===== src/rtl/uart_tx_arbiter.sv =====
// uart_tx_arbiter: shared 8N1 UART transmitter with round-robin arbitration
// between n_src byte producers, with per-source ownership hold.
//
// state    | meaning
// ---------+-----------------------------------------------------------
// ST_IDLE  | line high; arbitrate and capture the winning byte
// ST_START | start bit (tx=0) for cpb cycles
// ST_DATA  | eight data bits LSB first, cpb cycles each
// ST_STOP  | stop bit (tx=1) for cpb cycles, then back to idle
module uart_tx_arbiter #(
    parameter int clk_freq  = 1000000,
    parameter int baud_rate = 9600,
    parameter int n_src     = 4
) (
    input  logic                 clk,
    input  logic                 reset,
    input  logic [n_src-1:0]     req,
    input  logic [n_src-1:0]     hold,
    input  logic [8*n_src-1:0]   data,
    output logic [n_src-1:0]     ack,
    output logic                 tx,
    output logic                 busy
);

    localparam int cpb = clk_freq / baud_rate;
    localparam int bcw = (cpb > 1) ? $clog2(cpb) : 1;
    localparam int sw  = $clog2(n_src);
    localparam logic [bcw-1:0] baud_last = bcw'(cpb - 1);
    localparam logic [sw-1:0]  last_rst  = sw'(n_src - 1);

    typedef enum logic [1:0] {
        ST_IDLE  = 2'd0,
        ST_START = 2'd1,
        ST_DATA  = 2'd2,
        ST_STOP  = 2'd3
    } state_t;

    state_t           state_q, state_d;
    logic [7:0]       shreg_q, shreg_d;
    logic [2:0]       bitcnt_q, bitcnt_d;
    logic [bcw-1:0]   baudcnt_q, baudcnt_d;
    logic [sw-1:0]    last_q, last_d;
    logic             locked_q, locked_d;
    logic [sw-1:0]    owner_q, owner_d;
    logic [n_src-1:0] ack_q, ack_d;
    logic             tx_q, tx_d;
    logic             busy_q, busy_d;

    logic             rr_found;
    logic [sw-1:0]    rr_win;
    logic [sw-1:0]    rr_cand;
    int               rr_idx;

    logic             locked_eff;
    logic             grant;
    logic [sw-1:0]    win;
    logic             baud_end;

    // Round-robin search: first requester after last_q, wrapping modulo n_src.
    always_comb begin
        rr_found = 1'b0;
        rr_win   = '0;
        rr_idx   = 0;
        rr_cand  = '0;
        for (int k = 1; k <= n_src; k++) begin
            rr_idx  = (int'(last_q) + k) % n_src;
            rr_cand = sw'(rr_idx);
            if (!rr_found && req[rr_cand]) begin
                rr_found = 1'b1;
                rr_win   = rr_cand;
            end
        end
    end

    // Next-state, grant and frame sequencing; tx/busy are computed here and registered.
    always_comb begin
        state_d    = state_q;
        shreg_d    = shreg_q;
        bitcnt_d   = bitcnt_q;
        baudcnt_d  = baudcnt_q;
        last_d     = last_q;
        locked_d   = locked_q;
        owner_d    = owner_q;
        ack_d      = '0;
        tx_d       = tx_q;
        busy_d     = busy_q;
        locked_eff = 1'b0;
        grant      = 1'b0;
        win        = '0;
        baud_end   = (baudcnt_q == baud_last);

        case (state_q)
            ST_IDLE: begin
                // A lock only survives while the owner keeps hold asserted.
                locked_eff = locked_q && hold[owner_q];
                locked_d   = locked_eff;
                if (locked_eff) begin
                    grant = req[owner_q];
                    win   = owner_q;
                end else begin
                    grant = rr_found;
                    win   = rr_win;
                end
                if (grant) begin
                    shreg_d    = data[{win, 3'b000} +: 8];
                    ack_d[win] = 1'b1;
                    last_d     = win;
                    owner_d    = win;
                    locked_d   = hold[win];
                    state_d    = ST_START;
                    baudcnt_d  = '0;
                    bitcnt_d   = '0;
                    tx_d       = 1'b0;
                    busy_d     = 1'b1;
                end
            end
            ST_START: begin
                if (baud_end) begin
                    baudcnt_d = '0;
                    state_d   = ST_DATA;
                    tx_d      = shreg_q[0];
                end else begin
                    baudcnt_d = baudcnt_q + 1'b1;
                end
            end
            ST_DATA: begin
                if (baud_end) begin
                    baudcnt_d = '0;
                    shreg_d   = {1'b0, shreg_q[7:1]};
                    bitcnt_d  = bitcnt_q + 3'd1;
                    if (bitcnt_q == 3'd7) begin
                        state_d = ST_STOP;
                        tx_d    = 1'b1;
                    end else begin
                        tx_d    = shreg_q[1];
                    end
                end else begin
                    baudcnt_d = baudcnt_q + 1'b1;
                end
            end
            ST_STOP: begin
                if (baud_end) begin
                    baudcnt_d = '0;
                    state_d   = ST_IDLE;
                    busy_d    = 1'b0;
                end else begin
                    baudcnt_d = baudcnt_q + 1'b1;
                end
            end
            default: begin
                state_d = ST_IDLE;
                tx_d    = 1'b1;
                busy_d  = 1'b0;
            end
        endcase
    end

    // State register with synchronous reset; reset truncates any frame in flight.
    always_ff @(posedge clk) begin
        if (reset) begin
            state_q   <= ST_IDLE;
            shreg_q   <= '0;
            bitcnt_q  <= '0;
            baudcnt_q <= '0;
            last_q    <= last_rst;
            locked_q  <= 1'b0;
            owner_q   <= '0;
            ack_q     <= '0;
            tx_q      <= 1'b1;
            busy_q    <= 1'b0;
        end else begin
            state_q   <= state_d;
            shreg_q   <= shreg_d;
            bitcnt_q  <= bitcnt_d;
            baudcnt_q <= baudcnt_d;
            last_q    <= last_d;
            locked_q  <= locked_d;
            owner_q   <= owner_d;
            ack_q     <= ack_d;
            tx_q      <= tx_d;
            busy_q    <= busy_d;
        end
    end

    assign ack  = ack_q;
    assign tx   = tx_q;
    assign busy = busy_q;

endmodule

===== config.mk =====
export PLATFORM = sky130hd
export DESIGN_NAME = uart_tx_arbiter
export DESIGN_NICKNAME = d
export VERILOG_FILES = /design/src/rtl/uart_tx_arbiter.sv
export SDC_FILE = /design/constraint.sdc
export NUM_CORES = 1
export LEC_CHECK = 0
export CORE_ASPECT_RATIO = 0.7
export CORE_UTILIZATION = 53
export CTS_CLUSTER_DIAMETER = 150
export CTS_CLUSTER_SIZE = 28
export DETAILED_ROUTE_END_ITERATION = 6
export GPL_TIMING_DRIVEN = 0
export PLACE_DENSITY = 0.85
export SYNTH_ARGS = -nofsm -noshare
export SYNTH_HDL_FRONTEND = slang
export SYNTH_SLANG_ARGS = --single-unit

===== constraint.sdc =====
create_clock -name clk -period 4 [get_ports clk]
set_clock_uncertainty 0.15 [all_clocks]
set_input_delay 0.8 -clock clk [delete_from_list [all_inputs] [get_ports clk]]
set_output_delay 0.8 -clock clk [all_outputs]
set_load 0.01 [all_outputs]

==> reports/metrics.csv, run 1 <==
metric,value,unit
synth_fa_ha_area_share,5.81,%
drt_wl_total,4760,µm
dieHeight,52.6,µm
cp_top_family,compound AO/OA/AOI/OAI gates,
gp_congestion,0.857,
place_inst,325,
cpPeakStageDelay,600,ps
cts_tree,built,
worstSetupStartpointType,input pin,
die-area,3910,µm²
clk_pin_slew,60,ps
cts-root-buf,clkbuf_8,
drive_gt1_share,8.04,%
antenna_found_initial,0,
first_iter_violations,137,
clk_latency,290,ps
fin_crit,3020,ps
grt_start_max_net_pins,11,
netSwitchingPower,0.605,mW
synth_compound_area_share,21.9,%
io_buffer_count,46,
synth_mux_area_share,14.1,%
cts_inserted_buffers,5,
cp_cell_sequence,clkdlybuf4s50_1 -> nand2b_1 -> a21boi_0 -> o32ai_1 -> o21a_1 -> buf_6 -> mux2i_1 -> mux2_2 -> a21oi_1,
syn-num-nets,283,
grt_use_total,27.9,%
via_per_inst,5.78,
seqPwrFrac,29.7,%
power,1.56,mW
nNetsFinal,336,
grt-ovfl-total,0,
ys_types,44,
syn_inst,232,
cts_resized,0,
worst_slew_pin_slew,886,ps
core_area,3320,µm²
postCtsHoldBufs,0,
synthXorXnorAreaFrac,0,%
synth_top_family_by_area,simple AND/OR/NAND/NOR gates,
crit_arrival,3010,ps
finalCritPeriodShare,75.4,%
yosysWarningCount,0,
slew_violations,0,
synth-main-ff-cell,dfxtp_1,
hold_violations,0,
clockBufferDepth,2,
comb_power_share,49.6,%
n_antenna_cell,0,
area_growth,32.9,%
first_global_vias,1840,
cts_setup_buffers,0,
post_synth.cell_area_avg,8.35,µm²
outcome,completed,
multi_input_area,1240,µm²
synthesis.area,1940,µm²
post-place-ws,710,ps
start_util,58.4,%
crit_buf_inv,2,
crit_fanout,10,
finalSetupViolations,0,
ys_ff_latch,31,
h-tree-depth,2,
clkPwrFrac,20.7,%
post_drt_wl_per_cell,14.3,µm
nFillCells,256,
async_flop_share,0,%
grt_pass1_wl,8140,µm
dr_total_vias,1925,
dp_hpwl,3520,µm
seq_area_frac_synth,32.0,%
route.detailed.drc,0,
peakVddDrop,0.334,mV
p_sw_share,38.8,%
leakage,1.02,nW
final-instance-count-excl-fill,333,
crit_required,4000,ps
std_cell_rows,17,
first_pass_iters,4,
die_x,74.3,µm
maxCapViolCount,0,
yosys.area_share.simple,22.0,%
rsz0062_at_grt,false,
crit_path_end_kind,register,
setup_slack,982,ps
powerDensity,605,nW/µm²
relSlewSlack,40.4,%
ios,48,
finalSetupTns,0,ps
rrSetupSlack,1430,ps
ant_nets,0,
seqCellArea,621,µm²
slowest_stage,clkdlybuf4s50_1,
p_int,0.954,mW
fmax,331,MHz
hold_class,reg -> reg,
synth_edf_count,0,
clkSinkCount,31,
criticalPathCategory,in -> reg,
## power groups by stage
| stage | sequential, mW | clock, mW | combinational [mW] |
|---|---|---|---|
| finish | 0.464 | 0.323 | 0.773 |
| floorplan | 0.459 | 0 | 0.547 |
| global route | 0.473 | 0.336 | 0.847 |
| global placement | 0.463 | 0 | 0.738 |
| detailed placement | 0.465 | 0 | 0.754 |
| CTS | 0.461 | 0.319 | 0.768 |
## cell type report
| class | instances | share of cell area, % |
|---|---|---|
| Multi-Input combinational cell | 186 | 48.1 |
| Tap cell | 47 | 2.28 |
| Sequential cell | 31 | 24.1 |
| Clock buffer | 6 | 3.21 |
| Clock inverter | 2 | 1.36 |
| Inverter | 6 | 0.875 |
| Timing Repair Buffer | 46 | 17.9 |
| Buffer | 9 | 2.24 |
## cells in the mapped netlist, types with 3 or more instances
master / instances / area [µm²]
nor2_1: 32 / 120
dfxtp_1: 31 / 621
nand2_1: 19 / 71.3
a21oi_1: 18 / 90.1
mux2i_1: 18 / 180
nand2b_1: 13 / 81.3
o21ai_0: 12 / 60.1
ha_1: 9 / 113
nand3_1: 7 / 35.0
o221ai_1: 7 / 61.3
mux2_2: 6 / 67.6
inv_1: 5 / 18.8
a22oi_1: 4 / 30.0
clkbuf_1: 4 / 15.0
nor3_1: 4 / 20.0
nor4_1: 3 / 18.8
## cell families after synthesis
logic type,after synthesis
buf+inv,15
simple gates,90
flops,31
fa+ha+maj,9
compound gates,62
mux,25
## final timing paths
check / from / endpoint / cells past startpoint
min: bitcnt_q[0] / bitcnt_q[0] / 1
min reg2reg: bitcnt_q[0] / bitcnt_q[0] / 1
max: req[0] / shreg_q[6] / 9
max reg2reg: baudcnt_q[0] / shreg_q[6] / 7
## metrics by stage
stage                     hold slack (ps)  utilization, %  cell area (µm²)
after detailed placement              318            74.1             2460
after global routing                  336            77.6             2570
after floorplan                       294               -             1940
final                                 322            77.6             2570
after CTS                             327            77.6             2570
after global placement                314            74.1             2460
## cells in the final DEF (no fill, tap or decap), types with 2 or more instances in the layout
| master | n |
|---|---|
| clkdlybuf4s50_1 | 46 |
| nor2_1 | 32 |
| dfxtp_1 | 31 |
| nand2_1 | 19 |
| mux2i_1 | 18 |
| a21oi_1 | 18 |
| nand2b_1 | 13 |
| o21ai_0 | 12 |
| ha_1 | 9 |
| o221ai_1 | 7 |
| nand3_1 | 7 |
| mux2_2 | 6 |
| clkbuf_8 | 6 |
| inv_1 | 5 |
| nor3_1 | 4 |
| a22oi_1 | 4 |
| clkbuf_1 | 4 |
| nor4_1 | 3 |
| buf_4 | 2 |
| o22ai_1 | 2 |
| nor2b_1 | 2 |
| nor3b_1 | 2 |
| o21ai_1 | 2 |
| and2_1 | 2 |
| buf_6 | 2 |
| and3_1 | 2 |
| a311oi_1 | 2 |
| or3_1 | 2 |
| o311ai_0 | 2 |
| a211oi_1 | 2 |
## routing by layer
layer | global-route usage (%) | share of wire (%) | vias to the layer above
met3 | 5.96 | 5.5 | 7
met2 | 47.1 | 46 | 68
met1 | 35.5 | 47 | 885
met5 | 0 | 0 | -
met4 | 8.81 | 0.88 | 0
li1 | - | - | 965
## registers in the layout, indices dropped and copies added, names as in the netlist
name	cells
busy	1
baudcnt_q	7
shreg_q	8
state_q	2
owner_q	2
bitcnt_q	3
tx	1
ack	4
locked_q	1
last_q	2
## worst reg2reg max path, cell delays in order, from the launching register on
cell and delay [ps]:
dfxtp_1 380, ha_1 230, nand2_1 80, nor4_1 730, nand2_1 220, a21oi_4 340
o221ai_1 200, a21oi_1 170
Power figures use the tool's default switching activity.
==> run 2, diff against run 1 <==
- CORE_UTILIZATION: 53 -> 49
- PLACE_DENSITY: 0.85 -> 0.8
- clock period: 4 -> 3.1 ns (I/O delays scaled with it)
==> reports/metrics.csv, run 2 (same netlist as run 1, synthesis figures left out) <==
metric,value,unit,change
grt_use_met2,38.3,%,-8.8 points
dr_total_vias,1880,,-2.3%
core_area,3650,µm²,+10%
ant_nets,0,,unchanged
regMostFlops,shreg_q,,
nNetsFinal,336,,unchanged
postCtsHoldBufs,0,,unchanged
crit_path_end_kind,register,,
layout_commonest_cell,clkdlybuf4s50_1,,
drive_gt1_share,7.72,%,-0.32 points
cts_tree,built,,
final-instance-count-excl-fill,335,,+0.60%
fmax,354,MHz,
area_growth,31.5,%,
p_sw_share,39.0,%,+0.18 points
peakVddDrop,0.498,mV,+49%
slew_violations,0,,unchanged
leakage,1.01,nW,-1.4%
finalSetupViolations,0,,unchanged
clk_latency,280,ps,about the same
crit_arrival,2880,ps,-130 ps
worst_hold_slack,328,ps,+5.58 ps
first_iter_violations,96,,-30%
grt_start_max_net_pins,11,,unchanged
crit_start,req[1],,
place_inst,328,,+0.92%
antenna_found_initial,0,,unchanged
route.detailed.drc,0,,unchanged
cts_setup_buffers,0,,unchanged
comb_power_share,51.5,%,+1.9 points
start_util,53.1,%,-5.3 points
grt-ovfl-total,0,,unchanged
cts-root-buf,clkbuf_8,,
fin_crit,2820,ps,
grt_use_met1,28.9,%,-6.6 points
finalCritPeriodShare,91.1,%,
final_cell_mix,"clkdlybuf4s50_1 (46), nor2_1 (32), dfxtp_1 (31)",,
io_buffer_count,46,,unchanged
powerDensity,735,nW/µm²,+21%
criticalPathCategory,in -> reg,,
dp_hpwl,3410,µm,-3.1%
hold_class,reg -> reg,,
drt_wl_total,4400,µm,-7.6%
worst_slew_pin_slew,705,ps,-180 ps
std_cell_rows,18,,+1
fin_util,69.9,%,-7.7 points
p_int,1.14,mW,+20%
via_per_inst,5.61,,-2.9%
worstSetupStartpointType,input pin,,
grt_util_met3,4.83,%,-1.1 points
relSlewSlack,52.6,%,+12 points
crit_required,3160,ps,-840 ps
largest_reg_flops,8,,unchanged
clkSinkCount,31,,unchanged
cts_inserted_buffers,5,,unchanged
crit_fanout,8,,-2
clkPwrFrac,16.6,%,-4.1 points
die-area,4220,µm²,+7.9%
hold_violations,0,,unchanged
gp_congestion,0.818,,-4.6%
n_antenna_cell,0,,unchanged
cts_resized,0,,unchanged
first_pass_iters,4,,unchanged
first_global_vias,1581,,-14%
dieHeight,54.6,µm,+3.9%
clk_pin_slew,60,ps,about the same
ios,48,,unchanged
outcome,completed,,
power,1.87,mW,+20%
grt_use_total,22.1,%,-5.7 points
h-tree-depth,2,,unchanged
rsz0062_at_grt,false,,
seqPwrFrac,31.9,%,+2.2 points
netSwitchingPower,0.731,mW,+21%
post_drt_wl_per_cell,13.1,µm,-8.2%
hold_start,bitcnt_q[0],,
grt_busiest_layer,met2,,
die_x,77.2,µm,+3.9%
maxCapViolCount,0,,unchanged
grt_pass1_wl,7230,µm,-11%
reg2reg_from,owner_q[1],,
clockBufferDepth,2,,unchanged
run 2: area by class of cell:
| class | count | area, µm² |
|---|---|---|
| well taps | 50 | 62.6 |
| clock inverters | 1 | 5.00 |
| plain buffers | 9 | 57.6 |
| clock buffers | 6 | 82.6 |
| repair buffers | 46 | 460 |
| fillers | 315 | 1100 |
| multi-input cells | 186 | 1240 |
| flip-flops and latches | 31 | 621 |
| inverters | 6 | 22.5 |
run 2: power groups by stage:
| stage | combinational, mW | sequential [mW] | clock (mW) |
|---|---|---|---|
| final | 0.965 | 0.598 | 0.312 |
| after global routing | 1.07 | 0.611 | 0.337 |
| after CTS | 0.966 | 0.596 | 0.317 |
| after detailed placement | 0.960 | 0.601 | 0 |
| after global placement | 0.951 | 0.599 | 0 |
| after floorplan | 0.706 | 0.592 | 0 |
run 2: final timing paths:
kind | endpoint | slack [ps] | cells past startpoint
max | shreg_q[3] | 280 | 7
max reg2reg | shreg_q[3] | 600 | 7
min | bitcnt_q[0] | 330 | 1
min reg2reg | bitcnt_q[0] | 330 | 1
run 2: routing by layer:
layer / vias to the layer above / share of wire, %
li1: 957 / -
met1: 876 / 49
met2: 45 / 46
met3: 2 / 4.5
met4: 0 / 0.30
met5: - / 0
run 2: critical path, stage by stage:
cell and delay (ps):
clkdlybuf4s50_1 540, mux4_1 550, mux2i_1 410, a21oi_1 230
nand2_1 230, o221ai_1 150, a21oi_1 140
run 2: stage by stage:
stage | setup TNS, ps | setup slack [ps] | instance area, µm²
global route | 0 | 93.2 | 2550
floorplan | 0 | 869 | 1940
CTS | 0 | 266 | 2550
global placement | 0 | 37.5 | 2460
finish | 0 | 275 | 2550
detailed placement | -2.64 | -2.64 | 2460
